### src/rtl/feature_frame_assembler.sv
// rtl/feature_frame_assembler.sv - collects a fixed-length frame of feature words into a parallel vector
module feature_frame_assembler #(
    parameter int DATA_WIDTH = 32,
    parameter int N_FEATURES = 28
) (
    input  logic                                   clk,
    input  logic                                   rst,
    input  logic [DATA_WIDTH-1:0]                  s_data,
    input  logic                                   s_valid,
    input  logic                                   s_last,
    output logic                                   s_ready,
    output logic [N_FEATURES-1:0][DATA_WIDTH-1:0]  pkt_features,
    output logic                                   pkt_valid,
    output logic                                   err_short,
    output logic                                   err_long,
    output logic [15:0]                            frame_count,
    output logic [15:0]                            err_count
);

    localparam int IDX_W = (N_FEATURES > 1) ? $clog2(N_FEATURES) : 1;
    localparam logic [IDX_W-1:0] IDX_LAST = IDX_W'(N_FEATURES - 1);

    typedef enum logic [1:0] {
        COLLECT = 2'd0,
        DRAIN   = 2'd1,
        EMIT    = 2'd2
    } state_t;

    state_t                                 state_q, state_d;
    logic [IDX_W-1:0]                       idx_q, idx_d;
    logic [N_FEATURES-1:0][DATA_WIDTH-1:0]  buf_q, buf_d;
    logic [N_FEATURES-1:0][DATA_WIDTH-1:0]  feat_q, feat_d;
    logic                                   pkt_valid_q, pkt_valid_d;
    logic                                   err_short_q, err_short_d;
    logic                                   err_long_q, err_long_d;
    logic [15:0]                            frame_count_q, frame_count_d;
    logic [15:0]                            err_count_q, err_count_d;
    logic                                   accept;

    function automatic logic [15:0] sat_inc(input logic [15:0] v);
        return (v == 16'hFFFF) ? v : v + 16'd1;
    endfunction

    // Handshake: the EMIT cycle and reset both hold off the upstream source.
    always_comb begin
        s_ready = !rst && (state_q != EMIT);
        accept  = s_valid && s_ready;
    end

    // Next-state logic: the output vector and frame count are loaded on entry to EMIT so
    // they are already valid while pkt_valid is high.
    always_comb begin
        state_d       = state_q;
        idx_d         = idx_q;
        buf_d         = buf_q;
        feat_d        = feat_q;
        pkt_valid_d   = 1'b0;
        err_short_d   = 1'b0;
        err_long_d    = 1'b0;
        frame_count_d = frame_count_q;
        err_count_d   = err_count_q;
        case (state_q)
            COLLECT: begin
                if (accept) begin
                    buf_d[idx_q] = s_data;
                    if (s_last) begin
                        idx_d = '0;
                        if (idx_q == IDX_LAST) begin
                            state_d       = EMIT;
                            feat_d        = buf_d;
                            pkt_valid_d   = 1'b1;
                            frame_count_d = sat_inc(frame_count_q);
                        end else begin
                            err_short_d = 1'b1;
                            err_count_d = sat_inc(err_count_q);
                        end
                    end else if (idx_q == IDX_LAST) begin
                        state_d = DRAIN;
                        idx_d   = '0;
                    end else begin
                        idx_d = idx_q + 1'b1;
                    end
                end
            end
            DRAIN: begin
                if (accept && s_last) begin
                    state_d     = COLLECT;
                    err_long_d  = 1'b1;
                    err_count_d = sat_inc(err_count_q);
                end
            end
            EMIT: begin
                state_d = COLLECT;
            end
            default: begin
                state_d = COLLECT;
                idx_d   = '0;
            end
        endcase
    end

    // State register with synchronous reset; the collect buffer needs no reset because
    // every good frame overwrites all entries before it is emitted.
    always_ff @(posedge clk) begin
        buf_q <= buf_d;
        if (rst) begin
            state_q       <= COLLECT;
            idx_q         <= '0;
            feat_q        <= '0;
            pkt_valid_q   <= 1'b0;
            err_short_q   <= 1'b0;
            err_long_q    <= 1'b0;
            frame_count_q <= '0;
            err_count_q   <= '0;
        end else begin
            state_q       <= state_d;
            idx_q         <= idx_d;
            feat_q        <= feat_d;
            pkt_valid_q   <= pkt_valid_d;
            err_short_q   <= err_short_d;
            err_long_q    <= err_long_d;
            frame_count_q <= frame_count_d;
            err_count_q   <= err_count_d;
        end
    end

    // Pulses are masked while reset is asserted so a reset landing on EMIT shows no event.
    always_comb begin
        pkt_features = feat_q;
        pkt_valid    = pkt_valid_q && !rst;
        err_short    = err_short_q && !rst;
        err_long     = err_long_q && !rst;
        frame_count  = frame_count_q;
        err_count    = err_count_q;
    end

endmodule

### config.mk
export PLATFORM = sky130hd
export DESIGN_NAME = feature_frame_assembler
export DESIGN_NICKNAME = d
export VERILOG_FILES = /design/src/rtl/feature_frame_assembler.sv
export SDC_FILE = /design/constraint.sdc
export NUM_CORES = 2
export LEC_CHECK = 0
export CORE_ASPECT_RATIO = 1.1
export CORE_MARGIN = 8
export CORE_UTILIZATION = 45
export CTS_CLUSTER_DIAMETER = 150
export DETAILED_ROUTE_END_ITERATION = 6
export PLACE_DENSITY = 0.7
export SLEW_MARGIN = 20
export SYNTH_ARGS = -nofsm -noshare
export SYNTH_HDL_FRONTEND = slang
export SYNTH_SLANG_ARGS = --single-unit
### constraint.sdc
create_clock -name clk -period 26.1 [get_ports clk]
set_input_delay 2.61 -clock clk [delete_from_list [all_inputs] [get_ports clk]]
set_output_delay 2.61 -clock clk [all_outputs]
set_load 0.02 [all_outputs]
==> reports/qor.csv <==
metric,value,unit
via/cell ratio,5.56,
Multi-input gate area,0.0230,mm²
HP Class,flip-flop to flip-flop,
Placer Congestion,0.840,
setup TNS,0,ps
Sw Ratio,21.7,%
hpwl dp,143,mm
initial antenna violation count,16,
Post-CTS Resized,0,
Fillers,13070,
Die W,394,µm
Placed Area,0.0815,mm²
# port buffers,967,
fraction of layout cells with a size suffix above 1,17.3,%
Storage cell area,0.0457,mm²
Final setup violation count,0,
first-pass GRT wire length,338,mm
Worst Path Buf+Inv,6,
fin crit share,30.1,%
Initial DRC Count,4573,
setup repair after global routing missed its margin,false,
"Seq/Total Area, Yosys",64.5,%
post-DR wirelength/cell,25.5,µm
Syn Area/Cell,11.4,µm²
Worst-Margin Slew,1140,ps
fin cells,9202,
final instance area,0.0875,mm²
Top Ports,968,
dominant synthesized flop cell,dfxtp_1,
status,"finished, final reports clean",
GRT Total Usage,26.2,%
DIE AREA,0.170,mm²
vias in the first global route,49417,
Worst path most repeated cell,buf_4,
post-route core utilization,56.0,%
most used cells in the layout excluding fill and tap cells,"nor2_1, dfxtp_1, clkdlybuf4s50_1",
"most common cell after layout, fill and taps aside",nor2_1,
post-layout net count,7012,
ANT nets after route,0,
minimum clock period,7860,ps
Yosys Warn Count,0,
Final Max Tran Viols,0,
# hold bufs at CTS,0,
Hold Fails Final Rpt,0,
Syn Nets,6262,
sw power,0.00126,W
drt pass-1 iters,5,
CTS tree,done,
Pwr per Cell Area,66.5,mW/mm²
Placed Cells,8858,
slowest CP cell,buf_4,
clock sink total,1834,
setup ws final,18240,ps
Starting Density,45.4,%
Cell variety after synth,52,
CTS root buffer,clkbuf_16,
"EDFF count, synth",896,
Area Overhead vs Synth,23.6,%
"flops & latches, synth",1834,
H-Tree Depth,4,
MaxCap Viol Count,0,
max frequency,127,MHz
worst skew pair latency,830,ps
pre-CTS WS,17350,ps
top fanout value on the critical path,157,
P_int,0.00455,W
CTS Buffer Depth,3,
P_leak,27.5,nW
Critical Path End Type,flip-flop,
"slowest stage delay, CP",870,ps
Worst Path Arrival,8300,ps
routed via count,51153,
Core ar.,0.156,mm²
crit start category,input port,
pin count of the biggest net entering global routing,194,
drt drc,0,
maximum VDD drop,55.1,µV
relative slew slack,23.9,%
CP Data Required Time,26540,ps
sequential power share,52.7,%
Synth Instances,6217,
Top delay family on crit path,buffers and inverters,
Routed WL,235,mm
Setup Buffers After CTS,0,
Clock Skew,27.7,ps
# rows,152,
CP Class,input port to flip-flop,
clock group share of total power,44.2,%
clk slew on worst S/H paths,60,ps
"Cell Chain, Critical Path","clkdlybuf4s50_1, nor3b_1, and2_4, buf_12, buf_4, buf_4, buf_4, buf_4",
post-synth design cell area,0.0708,mm²
total grt overflow,0,
Comb pwr share,3.1,%
Die Ht,432,µm
asr flop ratio synth,0,%
TritonCTS Buffers,179,
## worst paths after layout
path,from,to,slack [ps],cells past startpoint
setup reg to reg,state_q[0],buf_q[53],19910,9
hold reg to reg,pkt_features[116],pkt_features[116],450,2
hold / removal,pkt_features[116],pkt_features[116],450,2
setup / recovery,s_valid,buf_q[53],18240,8
## area by class of cell
type                       instances  area share [%]
antenna                            5          0.0143
clock buffer                     264            5.83
clock inverter                    68           0.768
inverter                           5          0.0300
multi-input combinational       3879            26.2
sequential                      1834            52.2
tap                             2079            2.97
timing repair buffer            1068            12.0
## sequential cells by signal (all words and copies together), names as in the netlist
name / flops
err_long_q: 1
pkt_valid_q: 1
buf_q: 896
frame_count: 16
pkt_features: 896
state_q: 2
err_short_q: 1
err_count: 16
idx_q: 5
## synthesized netlist by cell type, types with 3 or more instances
master	count	share of area, %
nor2_1	1064	5.6
dfxtp_1	938	27
edfxtp_1	896	38
nand2_1	882	4.7
mux2_2	801	13
nor3_1	522	3.7
a21oi_1	393	2.8
buf_2	249	1.8
clkbuf_1	214	1.1
mux2_1	65	1.0
buf_4	29	0.31
nand3_1	23	0.16
xnor2_1	14	0.17
nand4_1	13	0.11
nor2_2	12	0.11
nand2b_1	10	0.088
xor2_1	10	0.12
ha_1	9	0.16
nor2b_1	8	0.071
o21ai_0	6	0.042
and3_1	4	0.035
and4_1	4	0.049
buf_6	4	0.064
inv_1	4	0.021
mux2i_1	4	0.057
nand4b_1	4	0.049
buf_1	3	0.016
nor3b_1	3	0.032
## stage by stage
step	power, W	hold slack, ps
after detailed placement	0.00331	446
after global placement	0.00330	442
after global routing	0.00596	470
final	0.00582	453
after CTS	0.00584	455
after floorplan	0.00328	484
## cell families after synthesis
kind of cell / Yosys count / share of synthesized area [%]
fa+ha+maj: 9 / 0.159
mux: 870 / 13.8
simple gates: 2566 / 14.9
xor+xnor: 24 / 0.297
buf+inv: 504 / 3.31
compound gates: 410 / 2.97
flops: 1834 / 64.5
## layer usage
metal,track usage [%],vias to the layer above,wire length [µm]
met5,0,-,0
met4,12.6,0,12400
met3,7.55,462,23900
met2,41.6,2338,109000
met1,33.0,25504,89800
li1,-,22849,-
## power groups by stage
stage	clock, W	combinational [W]	sequential, W
final	0.00257	0.000180	0.00307
after global routing	0.00271	0.000187	0.00307
after CTS	0.00260	0.000179	0.00307
after detailed placement	0	0.000179	0.00313
after global placement	0	0.000175	0.00313
after floorplan	0	0.0000992	0.00318
## tightest hold or removal path: stages (launching register included)
cell and delay [ps]:
dfxtp_1 310, nand2_1 50, a21oi_1 50
Note: power is estimated with default switching activity, not from simulation.
